[src/rtl/sync_pkg.sv]
// Shared types and constants for the receive-side data capture path.
// The FSM encoding is fixed so that the state can be probed by other blocks.
package sync_pkg;

  // Width of the settle down-counter; bounds SETTLE_CYCLES to 0..15.
  localparam int SETTLE_CNT_W = 4;
  localparam int SETTLE_MAX   = 15;

  typedef logic [SETTLE_CNT_W-1:0] cnt_t;

  localparam cnt_t CNT_ZERO = {SETTLE_CNT_W{1'b0}};
  localparam cnt_t CNT_ONE  = {{(SETTLE_CNT_W-1){1'b0}}, 1'b1};

  typedef enum logic [1:0] {
    IDLE   = 2'b00,
    SETTLE = 2'b01,
    HOLD   = 2'b10
  } state_e;

  // Counter load value for a given settle interval. The counter holds the
  // number of remaining SETTLE cycles minus one, so the capture happens on
  // the edge at which it reads zero. Out-of-range requests saturate.
  function automatic cnt_t settle_load(input int unsigned cycles);
    cnt_t load;
    if (cycles == 32'd0) begin
      load = CNT_ZERO;
    end else if (cycles > 32'(SETTLE_MAX)) begin
      load = cnt_t'(SETTLE_MAX - 1);
    end else begin
      load = cnt_t'(cycles - 32'd1);
    end
    return load;
  endfunction

endpackage

[src/rtl/data_sync_capture_if.sv]
// Handshake/data bundle between an enable-qualified source bus and the
// capture block. The slave side is the capture block itself.
interface data_sync_capture_if #(
  parameter int BUS_WIDTH = 8
);

  logic                 EN_SYNC;
  logic [BUS_WIDTH-1:0] UNSYNC_BUS;
  logic                 READY;
  logic [BUS_WIDTH-1:0] SYNC_BUS;
  logic                 VALID;
  logic                 ENABLE_PULSE;
  logic                 BUSY;
  logic                 OVERRUN;

  // Producer/consumer side: drives the enable, raw bus and ready.
  modport master (
    output EN_SYNC,
    output UNSYNC_BUS,
    output READY,
    input  SYNC_BUS,
    input  VALID,
    input  ENABLE_PULSE,
    input  BUSY,
    input  OVERRUN
  );

  // Capture block side.
  modport slave (
    input  EN_SYNC,
    input  UNSYNC_BUS,
    input  READY,
    output SYNC_BUS,
    output VALID,
    output ENABLE_PULSE,
    output BUSY,
    output OVERRUN
  );

endinterface

[src/rtl/data_sync_capture_edge_detect.sv]
// Rising-edge detector for a level that is already in the clk_i domain.
// rise_o is combinational from the live level and the registered copy, so
// it is high during the cycle before the first edge that samples the level
// high; the consumer acts on that same edge.
module edge_detect (
  input  logic clk_i,
  input  logic rst_i,
  input  logic level_i,
  output logic rise_o
);

  logic en_q;

  // Register the level every cycle so the next cycle can compare against it.
  always_ff @(posedge clk_i) begin
    if (rst_i) begin
      en_q <= 1'b0;
    end else begin
      en_q <= level_i;
    end
  end

  assign rise_o = level_i & ~en_q;

endmodule

[src/rtl/data_sync_capture.sv]
// Receive-side capture of a source-domain bus qualified by a synchronized
// enable level. On a rising enable the block waits SETTLE_CYCLES, samples
// the (by then stable) raw bus, and offers it with VALID/READY. A capture
// also produces a one-cycle ENABLE_PULSE. A rising enable that arrives
// while a word is still unaccepted is dropped and flagged in OVERRUN.
module data_sync_capture
  import sync_pkg::*;
#(
  parameter int BUS_WIDTH     = 8,
  parameter int SETTLE_CYCLES = 1   // 0..15
) (
  input logic               CLK,
  input logic               RST,
  data_sync_capture_if.slave bus
);

  localparam bit   NO_SETTLE   = (SETTLE_CYCLES == 0);
  localparam cnt_t SETTLE_LOAD = settle_load(SETTLE_CYCLES);

  state_e               state_q, state_d;
  cnt_t                 cnt_q, cnt_d;
  logic [BUS_WIDTH-1:0] sync_bus_q, sync_bus_d;
  logic                 valid_q, valid_d;
  logic                 pulse_q, pulse_d;
  logic                 busy_q, busy_d;
  logic                 overrun_q, overrun_d;

  logic                 rise_s;
  logic                 start_s;
  logic                 capture_s;

  edge_detect u_edge (
    .clk_i   (CLK),
    .rst_i   (RST),
    .level_i (bus.EN_SYNC),
    .rise_o  (rise_s)
  );

  // State, counter and all outputs are registered; reset clears everything,
  // including a pending word and the sticky overrun flag.
  always_ff @(posedge CLK) begin
    if (RST) begin
      state_q    <= IDLE;
      cnt_q      <= CNT_ZERO;
      sync_bus_q <= {BUS_WIDTH{1'b0}};
      valid_q    <= 1'b0;
      pulse_q    <= 1'b0;
      busy_q     <= 1'b0;
      overrun_q  <= 1'b0;
    end else begin
      state_q    <= state_d;
      cnt_q      <= cnt_d;
      sync_bus_q <= sync_bus_d;
      valid_q    <= valid_d;
      pulse_q    <= pulse_d;
      busy_q     <= busy_d;
      overrun_q  <= overrun_d;
    end
  end

  // Next-state, counter, capture and flag logic. A new start (from IDLE, or
  // from HOLD when the old word is accepted in the same cycle) either
  // captures immediately or enters SETTLE with the counter loaded.
  always_comb begin
    state_d    = state_q;
    cnt_d      = cnt_q;
    sync_bus_d = sync_bus_q;
    overrun_d  = overrun_q;
    start_s    = 1'b0;
    capture_s  = 1'b0;

    case (state_q)
      IDLE: begin
        if (rise_s) begin
          start_s = 1'b1;
        end else begin
          state_d = IDLE;
        end
      end

      SETTLE: begin
        // Enable dropping during the wait means the source withdrew the
        // word before it was guaranteed stable: abandon silently.
        if (!bus.EN_SYNC) begin
          state_d = IDLE;
        end else if (cnt_q == CNT_ZERO) begin
          capture_s = 1'b1;
        end else begin
          cnt_d = cnt_q - CNT_ONE;
        end
      end

      HOLD: begin
        if (bus.READY) begin
          if (rise_s) begin
            start_s = 1'b1;
          end else begin
            state_d = IDLE;
          end
        end else begin
          if (rise_s) begin
            overrun_d = 1'b1;
          end else begin
            overrun_d = overrun_q;
          end
        end
      end

      default: begin
        state_d = IDLE;
      end
    endcase

    if (start_s) begin
      if (NO_SETTLE) begin
        capture_s = 1'b1;
      end else begin
        cnt_d   = SETTLE_LOAD;
        state_d = SETTLE;
      end
    end else begin
      cnt_d = cnt_d;
    end

    if (capture_s) begin
      state_d    = HOLD;
      sync_bus_d = bus.UNSYNC_BUS;
    end else begin
      sync_bus_d = sync_bus_d;
    end
  end

  // Output flags derived from the next state so they are registered
  // alongside it and line up with the captured word.
  always_comb begin
    valid_d = (state_d == HOLD);
    busy_d  = (state_d != IDLE);
    pulse_d = capture_s;
  end

  assign bus.SYNC_BUS     = sync_bus_q;
  assign bus.VALID        = valid_q;
  assign bus.ENABLE_PULSE = pulse_q;
  assign bus.BUSY         = busy_q;
  assign bus.OVERRUN      = overrun_q;

endmodule

[src/flat_wrapper.sv]
// flat-port wrapper written by rule: the top's interface ports become plain ports
module data_sync_capture_flat import sync_pkg::*;
#(
  parameter int BUS_WIDTH     = 8,
  parameter int SETTLE_CYCLES = 1           
)
  (CLK, RST, bus_EN_SYNC, bus_UNSYNC_BUS, bus_READY, bus_SYNC_BUS, bus_VALID, bus_ENABLE_PULSE, bus_BUSY, bus_OVERRUN);
  data_sync_capture_if #(.BUS_WIDTH(BUS_WIDTH)) bus_i ();
  input logic CLK;
  input logic RST;
  input wire logic [$bits(bus_i.EN_SYNC)-1:0] bus_EN_SYNC;
  input wire logic [$bits(bus_i.UNSYNC_BUS)-1:0] bus_UNSYNC_BUS;
  input wire logic [$bits(bus_i.READY)-1:0] bus_READY;
  output wire logic [$bits(bus_i.SYNC_BUS)-1:0] bus_SYNC_BUS;
  output wire logic [$bits(bus_i.VALID)-1:0] bus_VALID;
  output wire logic [$bits(bus_i.ENABLE_PULSE)-1:0] bus_ENABLE_PULSE;
  output wire logic [$bits(bus_i.BUSY)-1:0] bus_BUSY;
  output wire logic [$bits(bus_i.OVERRUN)-1:0] bus_OVERRUN;
  assign bus_i.EN_SYNC = bus_EN_SYNC;
  assign bus_i.UNSYNC_BUS = bus_UNSYNC_BUS;
  assign bus_i.READY = bus_READY;
  assign bus_SYNC_BUS = bus_i.SYNC_BUS;
  assign bus_VALID = bus_i.VALID;
  assign bus_ENABLE_PULSE = bus_i.ENABLE_PULSE;
  assign bus_BUSY = bus_i.BUSY;
  assign bus_OVERRUN = bus_i.OVERRUN;
  data_sync_capture #(.BUS_WIDTH(BUS_WIDTH), .SETTLE_CYCLES(SETTLE_CYCLES)) u_core (.CLK(CLK), .RST(RST), .bus(bus_i));
endmodule
[config.mk]
export PLATFORM = sky130hd
export DESIGN_NAME = data_sync_capture_flat
export DESIGN_NICKNAME = d
export VERILOG_FILES = /design/src/rtl/sync_pkg.sv /design/src/rtl/data_sync_capture_if.sv /design/src/rtl/data_sync_capture_edge_detect.sv /design/src/rtl/data_sync_capture.sv /design/src/flat_wrapper.sv
export SDC_FILE = /design/constraint.sdc
export NUM_CORES = 1
export LEC_CHECK = 0
export CAP_MARGIN = 40
export CORE_AREA = 2 2 49 51
export DETAILED_ROUTE_END_ITERATION = 6
export DIE_AREA = 0 0 51 53
export PLACE_DENSITY = 0.68
export SYNTH_ARGS = -nofsm -noshare
export SYNTH_HDL_FRONTEND = slang
export SYNTH_HIERARCHICAL = 1
export SYNTH_SLANG_ARGS = --single-unit
[constraint.sdc]
create_clock -name CLK -period 3.7 [get_ports CLK]
set_clock_uncertainty 0.05 [all_clocks]
set_input_delay 0.555 -clock CLK [delete_from_list [all_inputs] [get_ports CLK]]
set_output_delay 0.555 -clock CLK [all_outputs]
set_load 0.005 [all_outputs]
Word level (Yosys, flattened, before mapping). Index checks and enable logic that the tools add are counted.

Register bits after elaboration: 19. Input bits: 12. Logic and storage cells: 34.

Bitwise logic cells: 4. Reductions and logical operators: 6. $add $sub $neg: 1. Equal/unequal tests: 3. Mux-type cells: 12.

Operators by type and width (number): two-way mux 2 bit (5); one-hot mux 2 bit (3 select lines) (1); AND reduction 3 bit (2); two-way mux 1 bit (5); == test 2 bit (second input constant) (2); zero test 4 bit (1); subtractor 4 x 1 -> 4 bit (second input constant) (1); inverter 1 bit (3); == test 2 x 1 -> 1 bit (second input constant) (1); zero test 2 bit (1); one-hot mux 1 bit (2 select lines) (1); nonzero test 2 bit (1); OR reduction 2 bit (1); AND 1 bit (1).

Logic depth before layout (Yosys ltp). Gate-level depths: netlist (run 1).

Word-level depth: 8. Depth in mapped cells: 5.

Cells and area by module. The synthesis (run 1) kept the hierarchy.

Modules (own cells, without submodules): data_sync_capture (cells each 82, area an instance 797.0 um2, times used 1); edge_detect (cells each 3, area an instance 47.5 um2, times used 1).

Worst setup path after synthesis (run 1). OpenSTA, ideal clock, no wires.

Path type: reg2reg. Start point: register u_core.cnt_q[0]. End point: register u_core.cnt_q[0]. Library setup time: 0.070 ns. Path buffers: 0. Arrival time: 1.277 ns. Stages on the path, launching flop included: 6. Data required time: 3.580 ns. Clock period less this slack: 1.397 ns. Path slack: 2.303 ns. Path through: dfxtp_1 -> inv_1 -> ha_1 -> nor3b_1 -> or3_2 -> a21oi_1.

Longest elaborated chain between the ends: 3. Elaborated cells between the ends (all ways): 4. Classes of those cells: 1 x add/sub; 1 x bitwise; 2 x reduce/logical.

Ends and longest elaborated chain: start, declared (line data_sync_capture.sv:21) `cnt_t cnt_q, cnt_d;`; start signal, assigned (line data_sync_capture.sv:52) `cnt_q <= cnt_d;`; parallel branches: the longest is 3 deep, another holds subtractor 4 x 1 -> 4 bit.

Several ways; the timed one is not identified. A chain may end at the register's enable or synchronous reset.

Worst setup path after layout (run 1).
Start point: input port bus_EN_SYNC. End point: register u_core.sync_bus_q[7] (netlist: u_core/bus.SYNC_BUS[7]).

Longest elaborated chain between the ends: 2.

Ends and longest elaborated chain: start, declared (line flat_wrapper.sv:11) `input wire logic [$bits(bus_i.EN_SYNC)-1:0] bus_EN_SYNC;`; two-way mux 1 bit (line data_sync_capture.sv:84) `if (!bus.EN_SYNC) begin`; two-way mux 1 bit (line data_sync_capture.sv:72) `case (state_q)`; end signal, assigned (line data_sync_capture.sv:45) `sync_bus_q <= {BUS_WIDTH{1'b0}};`; end signal, assigned (line data_sync_capture.sv:53) `sync_bus_q <= sync_bus_d;`; end, declared (line data_sync_capture.sv:22) `logic [BUS_WIDTH-1:0] sync_bus_q, sync_bus_d;`.

No other way between the ends.

==> qor.yml, run 1 <==
die-height_um: 53
hpwl_um: 1110
worstPathRequired_ns: 3.88
grt_met1_use_pct: 15.2
slew_viol_final: 0
ctsResizeCount: 0
first_global_vias: 605
first_pass_grt_wire_length_um: 2530
tritoncts_clock_tree: "yes"
gpl.final_weighted_congestion: 0.823
worstSkewPairLatency_ns: 0.30
drtAntennaViolNets: 0
post-synth-top-area-fraction_pct: 45.0
tns_ns: 0
htreeDepth: 1
status: "completed"
layout_nets: 125
crit_fanout: 10
finalCoreUtilization_pct: 52.5
placement.io_buffers: 23
globalRouteMet3Util_pct: 4.52
detail_route.iter0.violations: 10
preCtsSetupSlack_ns: 1.54
synth_largest_area_cell: "sky130_fd_sc_hd__dfxtp_1"
grtUsageTotal_pct: 13.2
worstSetupPathType: "in -> reg"
multiInputGateArea_um2: 442
tightestPinTransition_ns: 0.675
cp-end-kind: "flop"
final_setup_violation_count: 0
synth-seq-cells: 19
hold_buffers_post_cts: 0
synth_sequential_area_ratio_pct: 45.0
max_clock_freq_ghz: 0.551
routed-via-count: 644
fin_total_pwr_mw: 0.361
rsz_0062_raised_after_global_routing: "false"
postCtsSetupRepairBufs: 0
detail_route.first_pass.iterations: 4
antenna_cells: 0
drc: 0
number_of_antenna_violations_at_the_first_check_in_global_routing: 0
design.portCount: 24
vdd_drop_max_mv: 0.136
finalHoldViolCount: 0
maximum_number_of_pins_on_one_net_before_global_route_repair: 25
regArea_um2: 380
yosysWarnings: 6
viasPerCell: 4.67
core_area_mm2: 0.00215
cts_buffer_count: 3
clockRootBuffer: "sky130_fd_sc_hd__clkbuf_4"
timing.critical_path.from_type: "input pin"
drt-total-wl_um: 1550
area_growth_syn_to_layout_pct: 33.6
timing.hold.ws_ns: 0.431
relSlewSlack_pct: 54.9
clock_sink_count: 19
clkSlewWorstSetupHoldPaths_ns: 0.10
global_route.peak_usage_layer: "met2"
cap_viol_max_count: 0
synthesis.instances: 85
synth_top_cells_by_area: "sky130_fd_sc_hd__dfxtp_1 45%, sky130_fd_sc_hd__nand2b_1 13%, sky130_fd_sc_hd__mux2i_1 9.5%"
clk_path_buf_depth: 2
die_area_mm2: 0.00270
mappedNetlistArea_um2: 845
synth_cell_type_count: 23
fill_cells: 201
cp.arrival_ns: 1.99
mean_area_per_synthesized_cell_um2: 9.94
hold_class: "reg -> reg"
layout-drive-gt1-share_pct: 7.27
grt_remaining_overflow: 0
finalWorstPathRequiredPeriod_ns: 1.81
placementRows: 17
power.density_mw_per_mm2: 320
fraction_of_met2_tracks_used_by_global_routing_pct: 19.7
min_period_over_period_pct: 49.0
syn-num-nets: 99
fp.dieW_um: 51
floorplan.initialDensity_pct: 39.3
power.leakage_nw: 0.418
postLayoutSetupSlackWorst_ns: 1.89
post_drt_wl_per_cell_um: 11.2
## stage by stage
stage / area (um^2) / instances
floorplan: 845 / 85
global placement: 1100 / 134
detailed placement: 1100 / 134
CTS: 1130 / 138
global route: 1130 / 138
finish: 1130 / 138
## per-layer routing
metal	wire length, um	share of wire, %
met1	766	50
met2	656	42
met3	75	4.9
met4	46	3.0
met5	0	0
## cells by family (layout without fill, tap and decap cells)
family,count (synthesis),count (layout),share of synthesized area [%]
flops,19,19,45.0
fa+ha+maj,2,2,2.96
buf+inv,6,31,2.67
compound gates,15,15,9.48
simple gates,35,35,30.4
mux,8,8,9.48
## cells in the mapped netlist
| library cell | count |
|---|---|
| sky130_fd_sc_hd__nor3_4 | 1 |
| sky130_fd_sc_hd__inv_1 | 4 |
| sky130_fd_sc_hd__o22ai_1 | 1 |
| sky130_fd_sc_hd__or3_1 | 2 |
| sky130_fd_sc_hd__or4_1 | 1 |
| sky130_fd_sc_hd__nor2_1 | 2 |
| sky130_fd_sc_hd__nand2_1 | 2 |
| sky130_fd_sc_hd__or3_2 | 1 |
| sky130_fd_sc_hd__nor2b_1 | 2 |
| sky130_fd_sc_hd__nand2b_1 | 18 |
| sky130_fd_sc_hd__nand3b_4 | 1 |
| sky130_fd_sc_hd__dfxtp_1 | 19 |
| sky130_fd_sc_hd__nor2b_4 | 2 |
| sky130_fd_sc_hd__clkbuf_1 | 2 |
| sky130_fd_sc_hd__o21bai_1 | 1 |
| sky130_fd_sc_hd__and3b_1 | 1 |
| sky130_fd_sc_hd__a21oi_1 | 7 |
| sky130_fd_sc_hd__nor3b_1 | 1 |
| sky130_fd_sc_hd__ha_1 | 2 |
| sky130_fd_sc_hd__a31oi_1 | 1 |
| sky130_fd_sc_hd__mux2i_1 | 8 |
| sky130_fd_sc_hd__o21ai_0 | 5 |
| sky130_fd_sc_hd__nand4b_1 | 1 |
## cell type report
type	instances	area share (%)
Multi-Input combinational cell	60	39.1
Inverter	4	1.33
Sequential cell	19	33.7
Tap cell	28	3.10
Clock buffer	4	2.33
Timing Repair Buffer	23	20.4
## path summary, 6_finish.rpt
check	start	endpoint	slack, ns	depth (start not counted)
worst min register to register	u_core/bus.OVERRUN$_SDFFE_PP0P_	u_core/bus.OVERRUN$_SDFFE_PP0P_	0.43	2
worst max register to register	u_core/cnt_q[0]$_SDFFE_PP0P_	u_core/state_q[1]$_SDFF_PP0_	2.11	5
worst max-delay path	bus_EN_SYNC	u_core/bus.SYNC_BUS[7]$_SDFFE_PP0P_	1.89	4
worst min-delay path	u_core/bus.OVERRUN$_SDFFE_PP0P_	u_core/bus.OVERRUN$_SDFFE_PP0P_	0.43	2
## critical path: stages
cell and delay (ns):
sky130_fd_sc_hd__clkdlybuf4s50_1 0.56, sky130_fd_sc_hd__nand3b_4 0.16, sky130_fd_sc_hd__nor3_4 0.47, sky130_fd_sc_hd__mux2i_1 0.24
## power breakdown
| part | internal (mW) | total, mW | switching (mW) |
|---|---|---|---|
| combinational | 0.0278 | 0.0432 | 0.0154 |
| clock | 0.0420 | 0.105 | 0.0630 |
| sequential | 0.210 | 0.213 | 0.00315 |
## state kept, by name, indices dropped and copies added, names as in the netlist
name and count:
u_core/bus.VALID 1, u_core/state_q 2, u_core/bus.OVERRUN 1, u_core/bus.SYNC_BUS 8
u_core/u_edge/en_q 1, u_core/bus.ENABLE_PULSE 1, u_core/cnt_q 4, u_core/bus.BUSY 1
## placed cells by master, fill, tap and decap left out, drive strengths merged, types with 2 or more instances in the layout
| cell type | netlist | layout |
|---|---|---|
| mux2i | 8 | 8 |
| or3 | 3 | 3 |
| nor2 | 2 | 2 |
| a21oi | 7 | 7 |
| o21ai | 5 | 5 |
| nor2b | 4 | 4 |
| clkdlybuf4s50 | 0 | 23 |
| clkbuf | 2 | 4 |
| nand2 | 2 | 2 |
| ha | 2 | 2 |
| nand2b | 18 | 18 |
| inv | 4 | 4 |
| dfxtp | 19 | 19 |
Power figures use the tool's default switching activity.
==> run 2, diff against run 1 <==
- PLACE_DENSITY: 0.68 -> 0.7
- clock period: 3.7 -> 1.6 ns (I/O delays scaled with it)
==> qor.yml, run 2 (synthesis results as in run 1) <==
detail_route.iter0.violations: 5  # was 10
detail_route.first_pass.iterations: 3  # was 4
worstSetupPathType: "reg -> reg"  # was in -> reg
relSlewSlack_pct: 79.1  # was 54.9%
power.density_mw_per_mm2: 704  # was 320 mW/mm^2
layout-drive-gt1-share_pct: 16.1  # was 7.27%
placementRows: 17  # unchanged
power.share.combinational_pct: 13.7  # was 11.9%
final-instance-count-excl-fill: 146  # was 138
htreeDepth: 1  # unchanged
grt_met1_use_pct: 17.6  # was 15.2%
viasPerCell: 4.64  # was 4.67
crit_fanout: 6  # was 10
clk_path_buf_depth: 2  # unchanged
status: "completed"  # unchanged
die-height_um: 53  # unchanged
placed_cell_area_mm2: 0.00117  # was 0.00110 mm^2
antenna_cells: 0  # unchanged
clkSlewWorstSetupHoldPaths_ns: 0.11  # was 0.10 ns
share_seq_of_total_power_pct: 57.9  # was 59.0%
post_drt_wl_per_cell_um: 11.2  # about the same
core_area_mm2: 0.00215  # unchanged
layout.cells.most_common_list: "23 x sky130_fd_sc_hd__clkdlybuf4s50_1, 18 x sky130_fd_sc_hd__nand2b_1, 18 x sky130_fd_sc_hd__dfxtp_1"  # was 23 x sky130_fd_sc_hd__clkdlybuf4s50_1, 19 x sky130_fd_sc_hd__dfxtp_1, 18 x sky130_fd_sc_hd__nand2b_1
finalCoreUtilization_pct: 56.3  # was 52.5%
tritoncts_clock_tree: "yes"  # unchanged
worstSkewPairLatency_ns: 0.29  # was 0.30 ns
hold_buffers_post_cts: 0  # unchanged
finalHoldViolCount: 0  # unchanged
slowest_stage: "sky130_fd_sc_hd__or3_2"  # was sky130_fd_sc_hd__clkdlybuf4s50_1
clock_sink_count: 19  # unchanged
worstPathRequired_ns: 1.78  # was 3.88 ns
drt-total-wl_um: 1630  # was 1550 um
floorplan.initialDensity_pct: 39.3  # unchanged
hold_class: "reg -> reg"  # unchanged
drtAntennaViolNets: 0  # unchanged
design.portCount: 24  # unchanged
final_setup_violation_count: 0  # unchanged
grt_remaining_overflow: 0  # unchanged
timing.critical_path.from_type: "flop"  # was input pin
power.clock.fraction_pct: 28.4  # was 29.1%
tightestPinTransition_ns: 0.312  # was 0.675 ns
slew_viol_final: 0  # unchanged
buf_inv_on_cp: 1  # unchanged
first_global_vias: 724  # was 605
critical-path-top-delay-family: "simple AND/OR/NAND/NOR gates"  # unchanged
area_growth_syn_to_layout_pct: 43.1  # was 33.6%
placement.io_buffers: 23  # unchanged
clockRootBuffer: "sky130_fd_sc_hd__clkbuf_4"  # unchanged
grtUsageTotal_pct: 14.8  # was 13.2%
critical_path.max_stage_delay_ns: 0.41  # was 0.56 ns
globalRouteMet3Util_pct: 3.39  # was 4.52%
drc: 0  # unchanged
largest_reg_flops: 8  # unchanged
number_of_antenna_violations_at_the_first_check_in_global_routing: 0  # unchanged
final_common_cell: "sky130_fd_sc_hd__clkdlybuf4s50_1"  # unchanged
cts_buffer_count: 3  # unchanged
vdd_drop_max_mv: 0.405  # was 0.136 mV
max_clock_freq_ghz: 0.670
cp-end-kind: "flop"  # unchanged
ctsResizeCount: 0  # unchanged
finalWorstPathRequiredPeriod_ns: 1.49
path_cells: "inv_1 > ha_1 > nor3b_2 > or3_2 > a21oi_1"  # was clkdlybuf4s50_1 > nand3b_4 > nor3_4 > mux2i_1
fp.dieW_um: 51  # unchanged
rsz_0062_raised_after_global_routing: "false"  # unchanged
preCtsSetupSlack_ns: -0.0550  # was 1.54 ns
tns_ns: 0  # unchanged
power.switching_mw: 0.195  # was 0.0815 mW
postCtsSetupRepairBufs: 0  # unchanged
first_pass_grt_wire_length_um: 2950  # was 2530 um
post_route_cell_area_mm2: 0.00121  # was 0.00113 mm^2
cp.arrival_ns: 1.67  # was 1.99 ns
internal-power_mw: 0.656  # was 0.280 mW
power.leakage_nw: 0.465  # was 0.418 nW
gpl.final_weighted_congestion: 0.789  # was 0.823
maximum_number_of_pins_on_one_net_before_global_route_repair: 16  # was 25
placedCellCount: 142  # was 134
routed-via-count: 677  # was 644
fraction_of_met2_tracks_used_by_global_routing_pct: 24.0  # was 19.7%
global_route.peak_usage_layer: "met2"  # unchanged
postLayoutSetupSlackWorst_ns: 0.108  # was 1.89 ns
hpwl_um: 1250  # was 1110 um
min_period_over_period_pct: 93.2
switching_power_share_of_the_total_pct: 22.9  # was 22.6%
die_area_mm2: 0.00270  # unchanged
layout_nets: 133  # was 125
cap_viol_max_count: 0  # unchanged
==> run 2: changes by cell type in the layout (fill, tap and decap cells not counted), sizes merged <==
cell and delta:
buf +8, clkinv +1, clkbuf -1
==> run 2: cell type report <==
cell class                 count  area, um^2
fill                         198         940
tap                           28        35.0
inverter                       4        15.0
clock buffer                   3        22.5
sequential                    19         382
multi-input combinational     60         447
clock inverter                 1        5.00
timing repair buffer          31         303
==> run 2: worst register-to-register path: cells and delay by family, from the launching register on <==
family / cells / cell delay, ns
fa+ha+maj: 1 / 0.22
compound gates: 1 / 0.14
flops: 1 / 0.36
simple gates: 2 / 0.60
buf+inv: 1 / 0.06
==> run 2: final timing paths <==
check | from | endpoint | slack [ns] | cells past startpoint
worst max-delay path | u_core/cnt_q[0]$_SDFFE_PP0P_ | u_core/cnt_q[0]$_SDFFE_PP0P_ | 0.11 | 5
worst min register to register | u_core/bus.SYNC_BUS[0]$_SDFFE_PP0P_ | u_core/bus.SYNC_BUS[0]$_SDFFE_PP0P_ | 0.43 | 2
worst min-delay path | u_core/bus.SYNC_BUS[0]$_SDFFE_PP0P_ | u_core/bus.SYNC_BUS[0]$_SDFFE_PP0P_ | 0.43 | 2
worst max register to register | u_core/cnt_q[0]$_SDFFE_PP0P_ | u_core/cnt_q[0]$_SDFFE_PP0P_ | 0.11 | 5
==> run 2: power groups by stage <==
stage                     Sequential (mW)  Combinational (mW)  Clock (mW)
after floorplan                     0.504              0.0462           0
after global placement              0.503               0.117           0
after detailed placement            0.504               0.118           0
after CTS                           0.493               0.118       0.262
after global routing                0.495               0.129       0.277
final                               0.493               0.117       0.242
==> run 2: layer usage <==
metal	vias up	wire length, um
met1	297	720
li1	355	-
met2	22	800
met3	3	77
met4	0	33
met5	-	0
==> run 2: through the flow <==
| stage | hold WS [ns] | total power, mW |
|---|---|---|
| floorplan | 0.254 | 0.550 |
| global placement | 0.407 | 0.620 |
| detailed placement | 0.409 | 0.621 |
| CTS | 0.430 | 0.873 |
| global route | 0.446 | 0.901 |
| finish | 0.434 | 0.851 |
